===== config.mk =====
export PLATFORM = sky130hd
export DESIGN_NAME = clk_src_supervisor
export DESIGN_NICKNAME = d
export VERILOG_FILES = /design/src/rtl/clk_src_supervisor.sv
export SDC_FILE = /design/constraint.sdc
export NUM_CORES = 1
export LEC_CHECK = 0
export CAP_MARGIN = 20
export CORE_ASPECT_RATIO = 1.1
export CORE_MARGIN = 5
export CORE_UTILIZATION = 35
export CTS_BUF_LIST = sky130_fd_sc_hd__clkbuf_4
export DETAILED_ROUTE_END_ITERATION = 8
export PLACE_DENSITY_LB_ADDON = 0.2
export SYNTH_ARGS = -nofsm -noshare
export SYNTH_HDL_FRONTEND = slang
export SYNTH_SLANG_ARGS = --single-unit

===== constraint.sdc =====
create_clock -name clk_i -period 4.35 [get_ports clk_i]
set_clock_uncertainty 0.1 [all_clocks]
set_input_delay 0.87 -clock clk_i [delete_from_list [all_inputs] [get_ports clk_i]]
set_output_delay 0.87 -clock clk_i [all_outputs]
set_load 0.005 [all_outputs]

===== src/rtl/clk_src_supervisor.sv =====
`default_nettype none
// ============================================================================
//  Module   : clk_src_supervisor
//  Purpose  : Chooses between the primary and backup (AD9516-fed) MMCM clock,
//             qualifies and retries the backup lock, drives the glitch-free
//             clock-select, falls back to primary on lock loss and releases
//             the downstream active-low resets in timed stages.
//  Ports    : clk_i         supervisor clock (primary MMCM domain)
//             arst_i        asynchronous reset, active-high
//             pri_locked_i  primary MMCM locked (async, synchronised inside)
//             bak_locked_i  backup MMCM locked (async, synchronised inside)
//             force_pri_i   level, pin selection to the primary clock
//             rearm_i       single-cycle pulse, retry backup acquisition
//             mmcm_rst_o    backup MMCM reset request
//             sel_o         clock select, 0 = primary, 1 = backup
//             rst_n_o       staged active-low resets, bit 0 released first
//             fail_o        sticky backup-unusable flag
//             retry_cnt_o   backup MMCM resets issued since reset/rearm
//             state_o       WAIT_BAK=0 QUALIFY=1 MMCM_RST=2 SWITCH=3 RUN=4
//  Revision : 1.0  initial release
// ============================================================================
module clk_src_supervisor #(
    parameter int LOCK_TIMEOUT = 1000,
    parameter int LOCK_STABLE  = 256,
    parameter int RST_PULSE    = 16,
    parameter int MAX_RETRY    = 3,
    parameter int SWITCH_HOLD  = 64,
    parameter int STAGE_GAP    = 32,
    parameter int NUM_STAGES   = 4
) (
    input  logic                  clk_i,
    input  logic                  arst_i,
    input  logic                  pri_locked_i,
    input  logic                  bak_locked_i,
    input  logic                  force_pri_i,
    input  logic                  rearm_i,
    output logic                  mmcm_rst_o,
    output logic                  sel_o,
    output logic [NUM_STAGES-1:0] rst_n_o,
    output logic                  fail_o,
    output logic [3:0]            retry_cnt_o,
    output logic [2:0]            state_o
);

    localparam int c_ATT_W   = $clog2(LOCK_TIMEOUT + 1);
    localparam int c_STB_W   = $clog2(LOCK_STABLE + 1);
    localparam int c_PLS_W   = $clog2(RST_PULSE + 1);
    localparam int c_HLD_W   = $clog2(SWITCH_HOLD + 1);
    localparam int c_RUN_MAX = NUM_STAGES * STAGE_GAP;
    localparam int c_RUN_W   = $clog2(c_RUN_MAX + 1);

    localparam logic [c_ATT_W-1:0] c_ATT_LAST  = c_ATT_W'(LOCK_TIMEOUT - 1);
    localparam logic [c_ATT_W-1:0] c_ATT_MAX   = c_ATT_W'(LOCK_TIMEOUT);
    localparam logic [c_ATT_W-1:0] c_ATT_ONE   = c_ATT_W'(1);
    localparam logic [c_STB_W-1:0] c_STB_LAST  = c_STB_W'(LOCK_STABLE - 1);
    localparam logic [c_STB_W-1:0] c_STB_ONE   = c_STB_W'(1);
    localparam logic [c_PLS_W-1:0] c_PLS_LAST  = c_PLS_W'(RST_PULSE - 1);
    localparam logic [c_PLS_W-1:0] c_PLS_ONE   = c_PLS_W'(1);
    localparam logic [c_HLD_W-1:0] c_HLD_LAST  = c_HLD_W'(SWITCH_HOLD - 1);
    localparam logic [c_HLD_W-1:0] c_HLD_ONE   = c_HLD_W'(1);
    localparam logic [c_RUN_W-1:0] c_RUN_TOP   = c_RUN_W'(c_RUN_MAX);
    localparam logic [c_RUN_W-1:0] c_RUN_ONE   = c_RUN_W'(1);
    localparam logic [3:0]         c_MAX_RETRY = 4'(MAX_RETRY);

    typedef enum logic [2:0] {
        S_WAIT_BAK = 3'd0,
        S_QUALIFY  = 3'd1,
        S_MMCM_RST = 3'd2,
        S_SWITCH   = 3'd3,
        S_RUN      = 3'd4
    } state_t;

    // Lock synchronisers
    logic r_pri_meta, r_pri_s, r_bak_meta, r_bak_s;

    state_t                r_state,   w_state_nxt;
    logic [c_ATT_W-1:0]    r_attempt, w_attempt_nxt;
    logic [c_STB_W-1:0]    r_stable,  w_stable_nxt;
    logic [c_PLS_W-1:0]    r_pulse,   w_pulse_nxt;
    logic [c_HLD_W-1:0]    r_hold,    w_hold_nxt;
    logic [c_RUN_W-1:0]    r_run,     w_run_nxt;
    logic [3:0]            r_retry,   w_retry_nxt;
    logic                  r_sel,     w_sel_nxt;
    logic                  r_fail,    w_fail_nxt;
    logic [NUM_STAGES-1:0] r_rst_n,   w_rst_n_nxt;
    logic                  r_mmcm_rst;

    logic [c_ATT_W-1:0]    w_attempt_inc;
    logic [c_RUN_W-1:0]    w_run_inc;
    logic [NUM_STAGES-1:0] w_stage_on;
    logic                  w_timeout;
    logic                  w_lock_tgt;

    assign w_attempt_inc = (r_attempt == c_ATT_MAX) ? r_attempt : r_attempt + c_ATT_ONE;
    assign w_run_inc     = (r_run == c_RUN_TOP) ? r_run : r_run + c_RUN_ONE;
    assign w_timeout     = (r_attempt == c_ATT_LAST);
    // sel_o doubles as the SWITCH target: it is loaded on SWITCH entry only
    assign w_lock_tgt    = r_sel ? r_bak_s : r_pri_s;

    // Stage k is released once the RUN counter reaches (k+1)*STAGE_GAP; the
    // comparison uses the incremented count so the register lands in step.
    for (genvar k = 0; k < NUM_STAGES; k++) begin : g_stage
        assign w_stage_on[k] = (w_run_inc >= c_RUN_W'((k + 1) * STAGE_GAP));
    end

    always_ff @(posedge clk_i or posedge arst_i) begin
        if (arst_i) begin
            r_pri_meta <= 1'b0;
            r_pri_s    <= 1'b0;
            r_bak_meta <= 1'b0;
            r_bak_s    <= 1'b0;
        end else begin
            r_pri_meta <= pri_locked_i;
            r_pri_s    <= r_pri_meta;
            r_bak_meta <= bak_locked_i;
            r_bak_s    <= r_bak_meta;
        end
    end

    always_ff @(posedge clk_i or posedge arst_i) begin
        if (arst_i) begin
            r_state    <= S_WAIT_BAK;
            r_attempt  <= '0;
            r_stable   <= '0;
            r_pulse    <= '0;
            r_hold     <= '0;
            r_run      <= '0;
            r_retry    <= '0;
            r_sel      <= 1'b0;
            r_fail     <= 1'b0;
            r_rst_n    <= '0;
            r_mmcm_rst <= 1'b0;
        end else begin
            r_state    <= w_state_nxt;
            r_attempt  <= w_attempt_nxt;
            r_stable   <= w_stable_nxt;
            r_pulse    <= w_pulse_nxt;
            r_hold     <= w_hold_nxt;
            r_run      <= w_run_nxt;
            r_retry    <= w_retry_nxt;
            r_sel      <= w_sel_nxt;
            r_fail     <= w_fail_nxt;
            r_rst_n    <= w_rst_n_nxt;
            r_mmcm_rst <= (w_state_nxt == S_MMCM_RST);
        end
    end

    always_comb begin
        w_state_nxt   = r_state;
        w_attempt_nxt = r_attempt;
        w_stable_nxt  = r_stable;
        w_pulse_nxt   = r_pulse;
        w_hold_nxt    = r_hold;
        w_run_nxt     = r_run;
        w_retry_nxt   = r_retry;
        w_sel_nxt     = r_sel;
        w_fail_nxt    = r_fail;
        w_rst_n_nxt   = '0;

        unique case (r_state)
            S_WAIT_BAK, S_QUALIFY: begin
                w_attempt_nxt = w_attempt_inc;
                if (force_pri_i) begin
                    w_state_nxt = S_SWITCH;
                    w_sel_nxt   = 1'b0;
                    w_hold_nxt  = '0;
                end else if (w_timeout) begin
                    if (r_retry < c_MAX_RETRY) begin
                        w_state_nxt   = S_MMCM_RST;
                        w_retry_nxt   = r_retry + 4'd1;
                        w_pulse_nxt   = '0;
                        w_attempt_nxt = '0;
                    end else begin
                        w_fail_nxt  = 1'b1;
                        w_state_nxt = S_SWITCH;
                        w_sel_nxt   = 1'b0;
                        w_hold_nxt  = '0;
                    end
                end else if (r_state == S_WAIT_BAK) begin
                    if (r_bak_s) begin
                        w_state_nxt  = S_QUALIFY;
                        w_stable_nxt = '0;
                    end
                end else begin
                    // QUALIFY: any low sample restarts qualification
                    if (!r_bak_s) begin
                        w_state_nxt = S_WAIT_BAK;
                    end else if (r_stable == c_STB_LAST) begin
                        w_state_nxt = S_SWITCH;
                        w_sel_nxt   = 1'b1;
                        w_hold_nxt  = '0;
                    end else begin
                        w_stable_nxt = r_stable + c_STB_ONE;
                    end
                end
            end

            S_MMCM_RST: begin
                if (force_pri_i) begin
                    w_state_nxt = S_SWITCH;
                    w_sel_nxt   = 1'b0;
                    w_hold_nxt  = '0;
                end else if (r_pulse == c_PLS_LAST) begin
                    w_state_nxt   = S_WAIT_BAK;
                    w_attempt_nxt = '0;
                end else begin
                    w_pulse_nxt = r_pulse + c_PLS_ONE;
                end
            end

            S_SWITCH: begin
                // Hold time only counts while the selected clock is locked
                if (!w_lock_tgt) begin
                    w_hold_nxt = '0;
                end else if (r_hold == c_HLD_LAST) begin
                    w_state_nxt = S_RUN;
                    w_run_nxt   = '0;
                end else begin
                    w_hold_nxt = r_hold + c_HLD_ONE;
                end
            end

            S_RUN: begin
                w_run_nxt   = w_run_inc;
                w_rst_n_nxt = w_stage_on;
                if (r_sel) begin
                    if (!r_bak_s) begin
                        w_fail_nxt  = 1'b1;
                        w_state_nxt = S_SWITCH;
                        w_sel_nxt   = 1'b0;
                        w_hold_nxt  = '0;
                        w_rst_n_nxt = '0;
                    end else if (force_pri_i) begin
                        w_state_nxt = S_SWITCH;
                        w_sel_nxt   = 1'b0;
                        w_hold_nxt  = '0;
                        w_rst_n_nxt = '0;
                    end
                end else begin
                    if (!r_pri_s) begin
                        w_state_nxt = S_SWITCH;
                        w_hold_nxt  = '0;
                        w_rst_n_nxt = '0;
                    end else if (rearm_i && !force_pri_i) begin
                        w_fail_nxt    = 1'b0;
                        w_retry_nxt   = '0;
                        w_attempt_nxt = '0;
                        w_state_nxt   = S_WAIT_BAK;
                        w_rst_n_nxt   = '0;
                    end
                end
            end

            default: begin
                w_state_nxt = S_WAIT_BAK;
            end
        endcase
    end

    assign mmcm_rst_o  = r_mmcm_rst;
    assign sel_o       = r_sel;
    assign rst_n_o     = r_rst_n;
    assign fail_o      = r_fail;
    assign retry_cnt_o = r_retry;
    assign state_o     = r_state;

endmodule
`default_nettype wire


* Word-level counts from Yosys, hierarchy flattened *
Index checks and enable logic that the tools add are counted.

storage, ports and cells
  bits in latches = 0
  register bits after elaboration = 57
  bits in writable memories = 0
  input port bits = 6
  memory bits (read-only) = 0
  memories = 0

operators by class
  div/mod/pow operators = 0
  shifts and indexed selects = 0
  order comparisons = 5
  multipliers = 0
  equality and inequality tests = 34
  bitwise operators = 2
  reductions and logical operators = 17
  mux-type cells = 87
  $add $sub $neg = 6

operators with widths
  kind                   number
  $mux 10                9
  $mux 7                 12
  $mux 4                 12
  $mux 3                 15
  $mux 9                 4
  $pmux 10 s3            1
  $ne 2x2->1 const B     14
  $pmux 7 s4             1
  $mux 5                 5
  $mux 8                 3
  $reduce_and 7->1       3
  $eq 10x10->1 const B   2
  $mux 1                 19
  $reduce_and 6->1       3
  $ge 8x7->1 const B     2
  $ne 4x4->1 const B     4
  $pmux 8 s2             1
  $ne 3x3->1 const B     5
  $pmux 3 s4             1
  $add 10x1->10 const B  1
  $pmux 5 s2             1
  $add 9x1->9 const B    1
  $eq 3x2->1 const B     3
  $eq 9x8->1 const B     1
  25 further kinds       28

* Logic depth before layout (Yosys ltp) *
  depth in word-level cells = 8
  depth in mapped cells = 9

* Least setup slack after synthesis *
No wires, ideal clock.

  path kind = input-to-reg
  start = in force_pri_i
  end = reg r_attempt[8]
  stages = 4
  setup slack = 1.861 ns
  arrival time = 2.268 ns
  required time = 4.129 ns
  path through = or4_1 or4_1 a31o_2 a22o_1

between the ends
  longest elaborated chain between the ends = 4
  elaborated cells between the ends (all ways) = 7
  classes of those cells = 2 x eq/ne; 2 x mux; 3 x reduce/logical

ends and longest elaborated chain
  element                            line  RTL
  start: declaration                 35    input logic force_pri_i,
  $logic_not 1->1                    244   end else if (rearm_i && !force_pri_i) begin
  $logic_and 1x1->1                  244
  $ne 2x2->1 (no source line)        n/a
  $reduce_and 6->1 (no source line)  n/a
  end signal: assignment             135   r_attempt <= w_attempt_nxt;
  end: declaration                   77    logic [c_ATT_W-1:0] r_attempt, w_attempt_nxt;

Parallel ways exist; a longest one is shown, timed or not.
A chain may end at the register's enable or synchronous reset.

* Final worst setup path *
  start = in force_pri_i
  end = reg r_stable[8]

between the ends
  longest elaborated chain between the ends = 2

ends and longest elaborated chain
  element                            line  RTL
  $not 1->1 (no source line)         n/a
  $reduce_and 5->1 (no source line)  n/a
  end signal: assignment             136   r_stable <= w_stable_nxt;
  end: declaration                   78    logic [c_STB_W-1:0] r_stable, w_stable_nxt;

No other way between the ends.

==> flow_metrics.py <==
metrics = {
    "timing": {
        "final.setup.worst_slack_ns": 1.35,
        "slew_headroom_pct": 40.5,
        "final-max-slew-violation-count": 0,
        "min_period_over_period_pct": 68.9,
        "setup_viol": 0,
        "tns_ns": 0,
        "worst_pin_slew_ns": 0.889,
        "timing.fmax_ghz": 0.334,
        "rsz0062_at_grt": "false",
        "hold_violations": 0,
        "min_period_ns": 3.00,
    },
    "hold_path": {
        "whs_path_depth": 0,
        "hold_end": "r_pri_s$_DFF_PP0_",
        "hold_path.class": "flop to flop",
        "min-delay-start": "r_pri_meta$_DFF_PP0_",
    },
    "synth": {
        "syn-cell-area_mm2": 0.00328,
        "yosys_most_used_dff": "dfrtp_1",
        "ys_seq_area_share_pct": 43.5,
        "postSynthAreaPerCell_um2": 9.31,
        "async_reset_ff_share_pct": 100,
        "syn-instance-count": 352,
        "synth.ff_latch_count": 57,
        "yosysWarnings": 0,
        "synth_edf_count": 0,
        "synth_cell_types": 62,
        "syn-num-nets": 368,
    },
    "worst_setup_path": {
        "setup.worst_path.start_class": "input pin",
        "cpPeakStageDelay_ns": 0.58,
        "endpoint_kind": "flop",
        "cp_slowest_cell": "clkdlybuf4s50_1",
        "r2r_setup_slack_ns": 1.75,
        "crit_type": "input pin to flop",
        "crit_required_ns": 4.58,
        "worstReg2RegStart": "r_pulse[0]$_DFFE_PP0P_",
        "worstReg2RegEnd": "r_attempt[6]$_DFFE_PP0P_",
        "worstPathArrival_ns": 3.23,
        "cp_top_family": "simple AND/OR/NAND/NOR gates",
        "crit_chain": "clkdlybuf4s50_1, buf_4, nor3_1, nand3_1, or4_1, o21ai_0",
        "worst-path-buf-inv": 2,
        "reg2regPathDepth": 8,
        "critPathMaxFanout": 10,
    },
    "global_route": {
        "grt_max_degree": 48,
        "grt_pass1_wl_um": 12700,
        "antenna_found_initial": 0,
        "grt_util_met1_pct": 18.2,
        "overflow": 0,
        "grt_util_met3_pct": 3.26,
        "grt_use_total_pct": 13.9,
        "use_met2_pct": 22.4,
        "grt_pass1_vias": 2625,
        "grt_busiest_layer": "met2",
    },
    "floorplan": {
        "ios": 20,
        "dieArea_mm2": 0.0114,
        "num_rows": 37,
        "fp.coreArea_mm2": 0.00926,
        "die_h_um": 111,
        "start_util_pct": 35.4,
        "die_x_um": 102,
    },
    "route": {
        "finalWirelength_um": 7550,
        "drtPass1Iterations": 4,
        "ant_nets": 0,
        "drc": 0,
        "via_count": 2809,
        "avgRoutedWirePerCell_um": 15.3,
        "drt-initial-drc-count": 108,
        "vias_per_cell": 5.69,
    },
    "final_layout": {
        "post-route-util_pct": 40.6,
        "nets": 388,
        "nFillCells": 927,
        "fin_cells": 494,
        "antennaDiodeCount": 0,
        "area_growth_pct": 14.9,
        "drive_gt1_share_pct": 10.9,
    },
    "pwr": {
        "peakVddDrop_mv": 0.190,
        "pwr-share-clk_pct": 25.9,
        "total_power_w": 0.00170,
        "share_comb_of_total_power_pct": 30.0,
        "switching_share_pct": 36.4,
        "p_seq_share_pct": 44.1,
        "p_int_w": 0.00108,
        "power.leakage_nw": 1.51,
        "p_switching_w": 0.000620,
        "cellPowerDensity_mw_per_mm2": 452,
    },
    "outcome": {
        "run_status": "finished, final reports clean",
    },
    "clock_network": {
        "post-cts-setup-buffers": 0,
        "htreeDepth": 3,
        "clock_path_buffers": 2,
        "clkLatencyLatePin_ns": 0.40,
        "post_cts_resized": 0,
        "cts_buffers": 9,
        "clock-sinks": 57,
        "root_buffer": "clkbuf_4",
        "cts_tree": "done",
        "path_clk_slew_ns": 0.11,
        "cts_hold_buf": 0,
    },
    "place": {
        "post-dp-hpwl_um": 5290,
        "dpl.cell_count": 477,
        "io_buffers": 19,
        "dp_slack_ns": 0.918,
        "place.gp.congestion": 0.781,
    },
    "run": {
        "drv_cap": 0,
    },
}
[layout by cell type (no fill, tap or decap), drive strengths merged, types with 4 or more instances in the layout]
master,Yosys,final
nand3b,6,6
nor2,18,18
or4,8,8
a31o,5,5
nor3,10,10
inv,11,11
or3,6,6
clkbuf,14,10
dfrtp,57,57
nand2,31,31
a31oi,8,8
o31ai,7,7
and3,7,7
clkinv,0,4
and2,4,4
a22o,5,5
ha,10,10
nand3,19,19
o21ai,31,31
clkdlybuf4s50,0,19
a21oi,21,21
nand2b,6,6
nand4,5,5
buf,1,5
[synthesized netlist by cell type, types with 5 or more instances]
master	number	area share (%)
a21oi_1	19	2.9
nand4_1	5	0.95
dfrtp_1	57	44
nand3b_1	6	1.4
and3_1	7	1.3
a31o_2	5	1.3
or3_1	5	0.95
nor2_1	18	2.1
o31ai_1	7	1.6
nand3_1	19	2.9
clkbuf_1	14	1.6
a31oi_1	8	1.5
nor3_1	10	1.5
ha_1	10	3.8
a22o_1	5	1.3
nand2b_1	6	1.1
or4_1	7	1.6
o21ai_0	31	4.7
nand2_1	31	3.6
inv_1	11	1.3
[routing by layer]
metal  wire length [um]  up-vias
met5                  0        -
met4                113        0
met3                192        9
met2               3740       33
met1               3510     1389
li1                   -     1378
[registers in the layout (all words and copies together), names as in the netlist]
| name | count |
|---|---|
| rst_n_o | 4 |
| state_o | 3 |
| sel_o | 1 |
| r_attempt | 10 |
| r_pri_meta | 1 |
| r_hold | 7 |
| r_pulse | 5 |
| retry_cnt_o | 4 |
| r_pri_s | 1 |
| r_run | 8 |
| mmcm_rst_o | 1 |
| fail_o | 1 |
| r_stable | 9 |
| r_bak_s | 1 |
| r_bak_meta | 1 |
[through the flow]
stage	cell area [um2]	hold slack [ns]
floorplan	3280	0.231
global placement	3590	0.235
CTS	3740	0.268
finish	3760	0.262
global route	3760	0.278
detailed placement	3590	0.243
[how the worst max path moves through the flow]
stage / startpoint / end / cells after the start
3_5_place_dp: force_pri_i / r_stable[8]$_DFFE_PP0P_ / 6
4_1_cts: force_pri_i / r_stable[8]$_DFFE_PP0P_ / 6
3_3_place_gp: force_pri_i / r_stable[8]$_DFFE_PP0P_ / 6
2_1_floorplan: force_pri_i / r_attempt[8]$_DFFE_PP0P_ / 4
5_1_grt: force_pri_i / r_stable[8]$_DFFE_PP0P_ / 6
6_report: force_pri_i / r_stable[8]$_DFFE_PP0P_ / 6
[kinds of logic after synthesis]
group	after synthesis	synth area share [%]
AO/OA/AOI/OAI	110	22.9
XOR/XNOR	3	0.802
adder cells (fa/ha/maj)	10	3.82
buffers and inverters	26	3.02
flip-flops	57	43.5
multiplexers	6	2.18
AND/OR/NAND/NOR	140	23.7
[power by group through the flow]
| stage | clock, W | combinational, W | sequential [W] |
|---|---|---|---|
| 6_report | 0.000440 | 0.000510 | 0.000751 |
| 5_1_grt | 0.000477 | 0.000580 | 0.000773 |
| 4_1_cts | 0.000457 | 0.000514 | 0.000751 |
| 3_5_place_dp | 0 | 0.000513 | 0.000760 |
| 3_3_place_gp | 0 | 0.000499 | 0.000760 |
| 2_1_floorplan | 0 | 0.000432 | 0.000683 |
[final cells by class]
class / count / area, um2 / area share [%]
Clock buffer: 10 / 75.1 / 1.99
Clock inverter: 6 / 82.6 / 2.19
Inverter: 11 / 41.3 / 1.10
Multi-Input combinational cell: 269 / 1750 / 46.5
Sequential cell: 57 / 1430 / 37.9
Tap cell: 117 / 146 / 3.89
Timing Repair Buffer: 24 / 240 / 6.38
(Power assumes the default switching activity.)
